## config.mk

```make
export PLATFORM = sky130hd
export DESIGN_NAME = button_debounce
export DESIGN_NICKNAME = d
export VERILOG_FILES = /design/src/rtl/button_debounce_pkg.sv /design/src/rtl/button_debounce_channel.sv /design/src/rtl/button_debounce.sv
export SDC_FILE = /design/constraint.sdc
export NUM_CORES = 1
export LEC_CHECK = 0
export BUFFER_PORTS_ARGS = -buffer_cell sky130_fd_sc_hd__buf_2
export CORE_ASPECT_RATIO = 1.75
export CORE_MARGIN = 8
export CORE_UTILIZATION = 55
export CTS_BUF_LIST = sky130_fd_sc_hd__clkbuf_4 sky130_fd_sc_hd__clkbuf_8
export DETAILED_ROUTE_END_ITERATION = 8
export GPL_TIMING_DRIVEN = 0
export PLACE_DENSITY = 0.71
export SLEW_MARGIN = 30
export SYNTH_ARGS = -nofsm -noshare
export SYNTH_HDL_FRONTEND = slang
export SYNTH_SLANG_ARGS = --single-unit
export TNS_END_PERCENT = 100
```

## constraint.sdc

```tcl
create_clock -name sysclk -period 6.1 [get_ports sysclk]
set_clock_uncertainty 0.15 [all_clocks]
set_input_delay 0.305 -clock sysclk [delete_from_list [all_inputs] [get_ports sysclk]]
set_output_delay 0.305 -clock sysclk [all_outputs]
set_load 0.02 [all_outputs]
```

## src/rtl/button_debounce_pkg.sv

```systemverilog
// Shared definitions for the button debouncer: channel FSM state encoding
// and a small constant helper used to size the hold counter.
package button_debounce_pkg;

  localparam logic [1:0] ST_RELEASED     = 2'd0;
  localparam logic [1:0] ST_PRESS_WAIT   = 2'd1;
  localparam logic [1:0] ST_PRESSED      = 2'd2;
  localparam logic [1:0] ST_RELEASE_WAIT = 2'd3;

  typedef enum logic [1:0] {
    RELEASED     = ST_RELEASED,
    PRESS_WAIT   = ST_PRESS_WAIT,
    PRESSED      = ST_PRESSED,
    RELEASE_WAIT = ST_RELEASE_WAIT
  } state_t;

  function automatic int max_int(input int a, input int b);
    return (a > b) ? a : b;
  endfunction

endpackage

```

## src/rtl/button_debounce_channel.sv

```systemverilog
// One debounce channel: FSM, debounce counter and hold/repeat counter.
// Ports:
//   sysclk        system clock (rising edge)
//   reset         synchronous active-high reset
//   tick          one-cycle debounce tick from the shared prescaler
//   in            synchronized raw input, 1 = pressed
//   level         debounced level
//   press         one-cycle pulse on accepted 0->1
//   release_pulse one-cycle pulse on accepted 1->0
//   hold          one-cycle pulse on hold / auto-repeat
//
// state        | meaning
// RELEASED     | stable released, level = 0
// PRESS_WAIT   | input high, counting ticks before accepting the press
// PRESSED      | stable pressed, level = 1, hold counter running
// RELEASE_WAIT | input low, counting ticks before accepting the release
module debounce_channel
  import button_debounce_pkg::*;
#(
  parameter int DEBOUNCE_TICKS = 10,
  parameter int HOLD_TICKS     = 500,
  parameter int REPEAT_TICKS   = 100
) (
  input  logic sysclk,
  input  logic reset,
  input  logic tick,
  input  logic in,
  output logic level,
  output logic press,
  output logic release_pulse,
  output logic hold
);

  localparam int DW = $clog2(DEBOUNCE_TICKS + 1);
  localparam int HW = $clog2(max_int(HOLD_TICKS, REPEAT_TICKS) + 1);

  // Counters compare against target-1 so the transition lands on the tick
  // that would make the count reach the target; they never exceed it.
  localparam logic [DW-1:0] DEB_END  = DW'(DEBOUNCE_TICKS - 1);
  localparam logic [HW-1:0] HOLD_END = HW'(HOLD_TICKS - 1);
  localparam logic [HW-1:0] REP_END  = HW'(REPEAT_TICKS - 1);

  state_t          state;
  logic [DW-1:0]   deb_cnt;
  logic [HW-1:0]   hold_cnt;
  logic            repeating;
  logic [HW-1:0]   hold_end;
  logic            hold_active;

  assign hold_end    = repeating ? REP_END : HOLD_END;
  // With auto-repeat disabled, hold counting stops after the first pulse.
  assign hold_active = !repeating || (REPEAT_TICKS != 0);

  always_ff @(posedge sysclk) begin
    if (reset) begin
      state         <= RELEASED;
      deb_cnt       <= '0;
      hold_cnt      <= '0;
      repeating     <= 1'b0;
      level         <= 1'b0;
      press         <= 1'b0;
      release_pulse <= 1'b0;
      hold          <= 1'b0;
    end else begin
      press         <= 1'b0;
      release_pulse <= 1'b0;
      hold          <= 1'b0;
      // An input change always wins over a coincident tick.
      case (state)
        RELEASED: begin
          if (in) begin
            state   <= PRESS_WAIT;
            deb_cnt <= '0;
          end
        end
        PRESS_WAIT: begin
          if (!in) begin
            state   <= RELEASED;
            deb_cnt <= '0;
          end else if (tick) begin
            if (deb_cnt == DEB_END) begin
              state     <= PRESSED;
              deb_cnt   <= '0;
              level     <= 1'b1;
              press     <= 1'b1;
              hold_cnt  <= '0;
              repeating <= 1'b0;
            end else begin
              deb_cnt <= deb_cnt + 1'b1;
            end
          end
        end
        PRESSED: begin
          if (!in) begin
            state   <= RELEASE_WAIT;
            deb_cnt <= '0;
          end else if (tick && hold_active) begin
            if (hold_cnt == hold_end) begin
              hold      <= 1'b1;
              hold_cnt  <= '0;
              repeating <= 1'b1;
            end else begin
              hold_cnt <= hold_cnt + 1'b1;
            end
          end
        end
        RELEASE_WAIT: begin
          // hold_cnt is left untouched so a bounce does not restart holding.
          if (in) begin
            state   <= PRESSED;
            deb_cnt <= '0;
          end else if (tick) begin
            if (deb_cnt == DEB_END) begin
              state         <= RELEASED;
              deb_cnt       <= '0;
              level         <= 1'b0;
              release_pulse <= 1'b1;
            end else begin
              deb_cnt <= deb_cnt + 1'b1;
            end
          end
        end
        default: state <= RELEASED;
      endcase
    end
  end

endmodule

```

## src/rtl/button_debounce.sv

```systemverilog
// Multi-channel button debouncer with press/release/hold event pulses.
// Ports:
//   sysclk        system clock (rising edge)
//   reset         synchronous active-high reset
//   sync_in       synchronized raw inputs, 1 = pressed
//   level_out     debounced levels
//   press_pulse   one-cycle pulse per accepted press
//   release_pulse one-cycle pulse per accepted release
//   hold_pulse    one-cycle pulse on hold and each auto-repeat
module button_debounce
  import button_debounce_pkg::*;
#(
  parameter int WIDTH          = 1,
  parameter int TICK_DIV       = 50000,
  parameter int DEBOUNCE_TICKS = 10,
  parameter int HOLD_TICKS     = 500,
  parameter int REPEAT_TICKS   = 100
) (
  input  logic             sysclk,
  input  logic             reset,
  input  logic [WIDTH-1:0] sync_in,
  output logic [WIDTH-1:0] level_out,
  output logic [WIDTH-1:0] press_pulse,
  output logic [WIDTH-1:0] release_pulse,
  output logic [WIDTH-1:0] hold_pulse
);

  if (WIDTH < 1) begin : g_bad_width
    $error("button_debounce: WIDTH must be >= 1");
  end
  if (TICK_DIV < 2) begin : g_bad_div
    $error("button_debounce: TICK_DIV must be >= 2");
  end
  if (DEBOUNCE_TICKS < 1) begin : g_bad_deb
    $error("button_debounce: DEBOUNCE_TICKS must be >= 1");
  end
  if (HOLD_TICKS < 1) begin : g_bad_hold
    $error("button_debounce: HOLD_TICKS must be >= 1");
  end
  if (REPEAT_TICKS < 0) begin : g_bad_rep
    $error("button_debounce: REPEAT_TICKS must be >= 0");
  end

  localparam int PW = $clog2(TICK_DIV);
  localparam logic [PW-1:0] PRE_END = PW'(TICK_DIV - 1);

  logic [PW-1:0] pre_cnt;
  logic          tick;

  assign tick = (pre_cnt == PRE_END);

  always_ff @(posedge sysclk) begin
    if (reset) begin
      pre_cnt <= '0;
    end else if (tick) begin
      pre_cnt <= '0;
    end else begin
      pre_cnt <= pre_cnt + 1'b1;
    end
  end

  for (genvar i = 0; i < WIDTH; i++) begin : g_ch
    debounce_channel #(
      .DEBOUNCE_TICKS(DEBOUNCE_TICKS),
      .HOLD_TICKS    (HOLD_TICKS),
      .REPEAT_TICKS  (REPEAT_TICKS)
    ) u_ch (
      .sysclk       (sysclk),
      .reset        (reset),
      .tick         (tick),
      .in           (sync_in[i]),
      .level        (level_out[i]),
      .press        (press_pulse[i]),
      .release_pulse(release_pulse[i]),
      .hold         (hold_pulse[i])
    );
  end

endmodule

```

==> metrics, run 1 <==
status=complete, no violations; residual DRC count=0; M2 GR Usage=28.5%; Die X=58.6 um; syn nets=205; Synth Instances=198; post-synthesis sequential area ratio=41.3%; Tmin final=2.44 ns; # port buffers=4; Die ar.=0.00530 mm^2; hpwl dp=2720 um; ant diodes=0; final setup fails=0; worst path bufs/invs=1; Initial Util=56.7%; clock sinks=36; WL per Instance=14.5 um; clk_lat worst skew=0.28 ns; fin nets=216; top_reg_cell synth=dfxtp_1; GRT overflow=0; Synth-to-Final Area Change=8.18%; Int Pwr=316 uW; dominant cells by area after synthesis=dfxtp_1 41%, xor2_1 5.5%, nor2_1 4.5%; asr flop ratio synth=0%; GR Util met1=13.2%; max_slew headroom=58.8%; RSZ-0062 raised after global routing=no; Core Region=0.00307 mm^2; Resize count post-CTS=0; Synth Register Bits=36; setup TNS=0 ns; drt pass-1 iters=4; count leader, synth=dfxtp_1; first-pass GRT wire length=6470 um; Placer Congestion=0.825; Via density=6.00; switching pwr=84.7 uW; Commonest cells post-synth=36 x dfxtp_1, 21 x nor2_1, 15 x nand2_1, 11 x o21ai_0, 11 x xor2_1; clock root buffer=clkbuf_8; vias in the first global route=1579; hold_buf cts=0; slowest CP cell=dfxtp_1; Hold WS=0.278 ns; Comb pwr share=3.4%; via count=1499; initial drt markers=40; share of the synthesized area in the top cell type=41.3%; floorplan die height=90.5 um; Worst setup EP type=register; CP required=6.16 ns; met3 usage=3.99%; GRT Resource Usage Total=15.2%; synthesized cell area=0.00174 mm^2; top-level I/O count=7; most crowded layer after global routing=met2; startpoint types=register; Distinct cells, synth=37; Sw Ratio=21.1%; family with the most delay on the worst path=simple AND/OR/NAND/NOR gates; worst vdd rail ir drop=0.151 mV; final wirelength=3610 um; PD cells=212 mW/mm^2; TritonCTS clock tree=done; largest net degree at the start of global routing=11; kind of critical path=register to register; Num CTS Buffers=5; row count=27; HP Class=primary input to register; fmax=409 MHz; Yosys Warn Count=0; # Max-Cap Violations=0; final hold vios=0; LEAKAGE=0.660 nW; CP peak stage delay=0.42 ns; number of flops mapped to enable cells by yosys=0; worst-margin pin slew=0.612 ns; final slew viol count=0; Clock Path Buffers=2; clock share of power=36.4%; critical path peak fanout=10; H-tree depth=2; Tcrit/Tclk final=40.0%; Post-CTS Setup Inserts=0; share of cells above drive strength 1=10.1%; Worst-path clk slew=0.06 ns; Avg Synthesized Cell Area=8.81 um^2; initial antenna violation count=0; sequential fraction of design power=60.2%; crit path DAT=2.50 ns; Antenna Nets Post-Route=0; Synth area leader=dfxtp_1; crit path cell chain=ha_1, nand3_1, nor3_4, nand4_1, buf_2, or3_1, a21oi_1
[placed cells by master, fill, tap and decap left out, types with 2 or more instances in the layout]
| master | synthesis | final |
|---|---|---|
| a21oi_1 | 9 | 9 |
| nand4b_1 | 2 | 2 |
| clkbuf_1 | 4 | 4 |
| inv_1 | 6 | 6 |
| buf_2 | 4 | 8 |
| xnor2_1 | 5 | 5 |
| xor2_1 | 11 | 11 |
| a311oi_1 | 3 | 3 |
| nor2_1 | 21 | 21 |
| dfxtp_1 | 36 | 36 |
| o211ai_1 | 3 | 3 |
| nand3_1 | 10 | 10 |
| or4b_4 | 2 | 2 |
| o21ai_0 | 11 | 11 |
| or3_1 | 4 | 4 |
| clkbuf_8 | 0 | 5 |
| or4b_1 | 5 | 5 |
| nand2b_1 | 4 | 4 |
| nor4_1 | 2 | 2 |
| o21a_1 | 2 | 2 |
| nand2_1 | 15 | 15 |
| ha_1 | 4 | 4 |
| nor3_1 | 6 | 6 |
| or4_1 | 2 | 2 |
| and3_1 | 8 | 8 |
| o31ai_1 | 2 | 2 |
| nand4_1 | 6 | 6 |
[worst paths after layout]
check,startpoint,endpoint,slack (ns),cells past startpoint
max,pre_cnt[0],g_ch[0].u_ch.hold_cnt[0],3.66,7
min reg2reg,g_ch[0].u_ch.hold_cnt[1],g_ch[0].u_ch.hold_cnt[1],0.33,2
min,sync_in,g_ch[0].u_ch.release_pulse,0.28,2
max reg2reg,pre_cnt[0],g_ch[0].u_ch.hold_cnt[0],3.66,7
[power groups by stage]
stage / combinational [mW] / clock [mW] / sequential, mW
final: 0.0136 / 0.146 / 0.241
after global placement: 0.0133 / 0 / 0.246
after floorplan: 0.00941 / 0 / 0.246
after CTS: 0.0137 / 0.149 / 0.241
after detailed placement: 0.0137 / 0 / 0.246
after global routing: 0.0152 / 0.161 / 0.241
[worst register-to-register path: cells and delay by family (launching register included)]
kind,cells,cell delay (ns)
buffers and inverters,1,0.24
AO/OA/AOI/OAI,1,0.15
AND/OR/NAND/NOR,4,1.15
adder cells (fa/ha/maj),1,0.25
flip-flops,1,0.42
[kinds of logic (layout without fill, tap and decap cells)]
kind of cell | Yosys count | after routing | share of synthesized area (%)
buffers and inverters | 15 | 24 | 3.73
XOR/XNOR | 16 | 16 | 8.03
flip-flops | 36 | 36 | 41.3
AND/OR/NAND/NOR | 95 | 95 | 31.7
AO/OA/AOI/OAI | 32 | 32 | 12.3
adder cells (fa/ha/maj) | 4 | 4 | 2.87
[per-layer routing]
layer	part of all wire (%)	wire length (um)	up-vias
met2	57	2050	27
met3	3.1	113	15
met5	0	0	-
li1	-	-	732
met1	36	1300	725
met4	4.2	153	0
[metrics by stage]
stage                     utilization (%)  std cells  power, mW  cell area [um^2]  setup slack [ns]
after detailed placement             59.1        245      0.260              1820              3.67
after floorplan                         -        198      0.255              1740              4.02
final                                61.4        250      0.401              1890              3.66
after global placement               59.1        245      0.259              1820              3.79
after global routing                 61.4        250      0.417              1890              3.47
after CTS                            61.4        250      0.404              1890              3.65
[registers in the layout, summed over array words and instances (netlist names), named ones only]
signal and count:
g_ch.u_ch.hold_cnt 9, g_ch.u_ch.release_pulse 1, g_ch.u_ch.press 1, g_ch.u_ch.level 1, g_ch.u_ch.hold 1, pre_cnt 16
g_ch.u_ch.deb_cnt 4, g_ch.u_ch.state 1, g_ch.u_ch.repeating 1
[area by class of cell]
| cell class | instances | area, um^2 |
|---|---|---|
| well taps | 43 | 53.8 |
| repair buffers | 4 | 20.0 |
| inverters | 6 | 22.5 |
| multi-input cells | 147 | 958 |
| clock buffers | 5 | 68.8 |
| plain buffers | 9 | 42.5 |
| fillers | 272 | 1190 |
| flip-flops and latches | 36 | 721 |
(Power assumes the default switching activity.)
==> run 2, diff against run 1 <==
==> constraint.sdc (replaced) <==
create_clock -name sysclk -period 2.5 [get_ports sysclk]
set_clock_uncertainty 0.15 [all_clocks]
set_input_delay 0.125 -clock sysclk [delete_from_list [all_inputs] [get_ports sysclk]]
set_output_delay 0.125 -clock sysclk [all_outputs]
set_load 0.02 [all_outputs]
==> metrics, run 2 (synthesis gave the netlist of run 1 again) <==
status=complete, no violations; Int Pwr=771 uW (+140%); FF-to-FF Start=g_ch[0].u_ch.hold_cnt[4]; Via density=6.09 (+1.5%); dpl cells=245 (unchanged); crit path DAT=2.34 ns (-0.16 ns); sequential cell area=721 um^2 (unchanged); Largest regs=pre_cnt (16), g_ch.u_ch.hold_cnt (9), g_ch.u_ch.deb_cnt (4); Tcrit/Tclk final=93.9% (+54 points); hpwl dp=2720 um (unchanged); final worst slack=0.152 ns (-3.50 ns); Top reg by flops=pre_cnt; Clock Path Buffers=2 (unchanged); RSZ-0062 raised after global routing=no; ant diodes=0 (unchanged); Core Util, Final=62.1% (+0.73 points); most frequent cells in the layout=36 x dfxtp_1, 21 x nor2_1, 15 x nand2_1; Sw Ratio=21.2% (+0.070 points); CP peak stage delay=0.57 ns (+0.15 ns); Hold WS=0.101 ns (-0.177 ns); startpoint types=register; fmax=426 MHz (+4.0%); final wirelength=3720 um (+2.8%); clock root buffer=clkbuf_8; filler cell count=272 (unchanged); Die ar.=0.00530 mm^2 (unchanged); GRT Resource Usage Total=15.2% (unchanged); critical path peak fanout=9 (-1); WL per Instance=14.7 um (+1.6%); Comb pwr share=3.4% (about the same); initial drt markers=37 (-7.5%); Worst-path clk slew=0.06 ns (about the same); PD cells=512 mW/mm^2 (+140%); floorplan die height=90.5 um (unchanged); Num CTS Buffers=5 (unchanged); Hold Startpoint=sync_in; via count=1540 (+2.7%); drt pass-1 iters=4 (unchanged); CP required=2.50 ns (-3.66 ns); sequential fraction of design power=60.1% (about the same); # port buffers=4 (unchanged); most common cell after layout, fill and taps aside=dfxtp_1; worst vdd rail ir drop=0.369 mV (+140%); initial antenna violation count=0 (unchanged); switching pwr=207 uW (+150%); worst-margin pin slew=0.619 ns (+0.00693 ns); Post-Layout Cell Count=253 (+1.2%); Placer Congestion=0.825 (unchanged); fin nets=219 (+1.4%); final slew viol count=0 (unchanged); multi-input logic area=958 um^2 (unchanged); H-tree depth=2 (unchanged); critical path startpoint=g_ch[0].u_ch.hold_cnt[4]; final setup fails=0 (unchanged); Antenna Nets Post-Route=0 (unchanged); crit path cell chain=or4b_4, a2111oi_4, or2_2, buf_2, or4b_1, a21oi_1; kind of critical path=register to register; clk_lat worst skew=0.28 ns (about the same); share of cells above drive strength 1=11.4% (+1.3 points); row count=27 (unchanged); # Max-Cap Violations=0 (unchanged); max reg flops=16 (unchanged); residual DRC count=0 (unchanged); top-level I/O count=7 (unchanged); slowest CP cell=or4b_4; first-pass GRT wire length=6470 um (unchanged); Initial Util=56.7% (unchanged); Worst setup EP type=register; Core Region=0.00307 mm^2 (unchanged); HP Class=primary input to register; final hold vios=0 (unchanged); pre-CTS WS=0.0745 ns (-3.60 ns); hold_buf cts=0 (unchanged); Synth-to-Final Area Change=9.47%; GRT overflow=0 (unchanged); largest net degree at the start of global routing=11 (unchanged); LEAKAGE=0.672 nW (+1.9%); Tmin final=2.35 ns (-0.0951 ns); vias in the first global route=1579 (unchanged); clock share of power=36.5% (about the same); TritonCTS clock tree=done; setup TNS=0 ns (unchanged); clock sinks=36 (unchanged); Die X=58.6 um (unchanged); max_slew headroom=58.3% (-0.47 points)
[run 2: cell types whose count changed in the layout (fill, tap and decap cells not counted)]
cell,before,now
buf_4,1,4
[run 2: metal layers]
| layer | global-route usage [%] | vias to the layer above | share of wire [%] |
|---|---|---|---|
| li1 | - | 735 | - |
| met1 | 13.2 | 754 | 36 |
| met2 | 28.5 | 34 | 57 |
| met3 | 3.99 | 17 | 3.3 |
| met4 | 9.44 | 0 | 4.3 |
| met5 | 0 | - | 0 |
[run 2: path summary, 6_finish.rpt]
check / end / slack [ns] / cells past startpoint
max: g_ch[0].u_ch.hold_cnt[3] / 0.15 / 6
min: g_ch[0].u_ch.release_pulse / 0.10 / 2
max reg2reg: g_ch[0].u_ch.hold_cnt[3] / 0.15 / 6
min reg2reg: g_ch[0].u_ch.hold_cnt[1] / 0.32 / 2
[run 2: cell type report]
cell class	instances	area share, %
Tap cell	43	2.82
Buffer	9	2.23
Multi-Input combinational cell	147	50.2
Sequential cell	36	37.7
Clock buffer	5	3.60
Inverter	6	1.18
Timing Repair Buffer	7	2.23
[run 2: power groups by stage]
stage | logic [mW] | clock network, mW | registers (mW)
global placement | 0.0325 | 0 | 0.600
detailed placement | 0.0333 | 0 | 0.601
finish | 0.0332 | 0.357 | 0.588
global route | 0.0374 | 0.392 | 0.589
floorplan | 0.0230 | 0 | 0.600
CTS | 0.0335 | 0.364 | 0.588
[run 2: repair_timing]
item | 4_1_cts | 5_1_grt
setup endpoints to repair | 0 | 6
gates resized for setup | 0 | 0
setup buffers | 0 | 3
[run 2: critical path, delay by kind of cell, from the launching register on]
family | cells | cell delay (ns)
buf+inv | 1 | 0.17
flops | 1 | 0.36
simple gates | 3 | 0.90
compound gates | 2 | 0.64
[run 2: stage by stage]
step	instance area (um^2)	power [mW]
floorplan	1740	0.623
detailed placement	1820	0.634
global placement	1820	0.632
CTS	1890	0.985
finish	1910	0.978
global route	1910	1.02
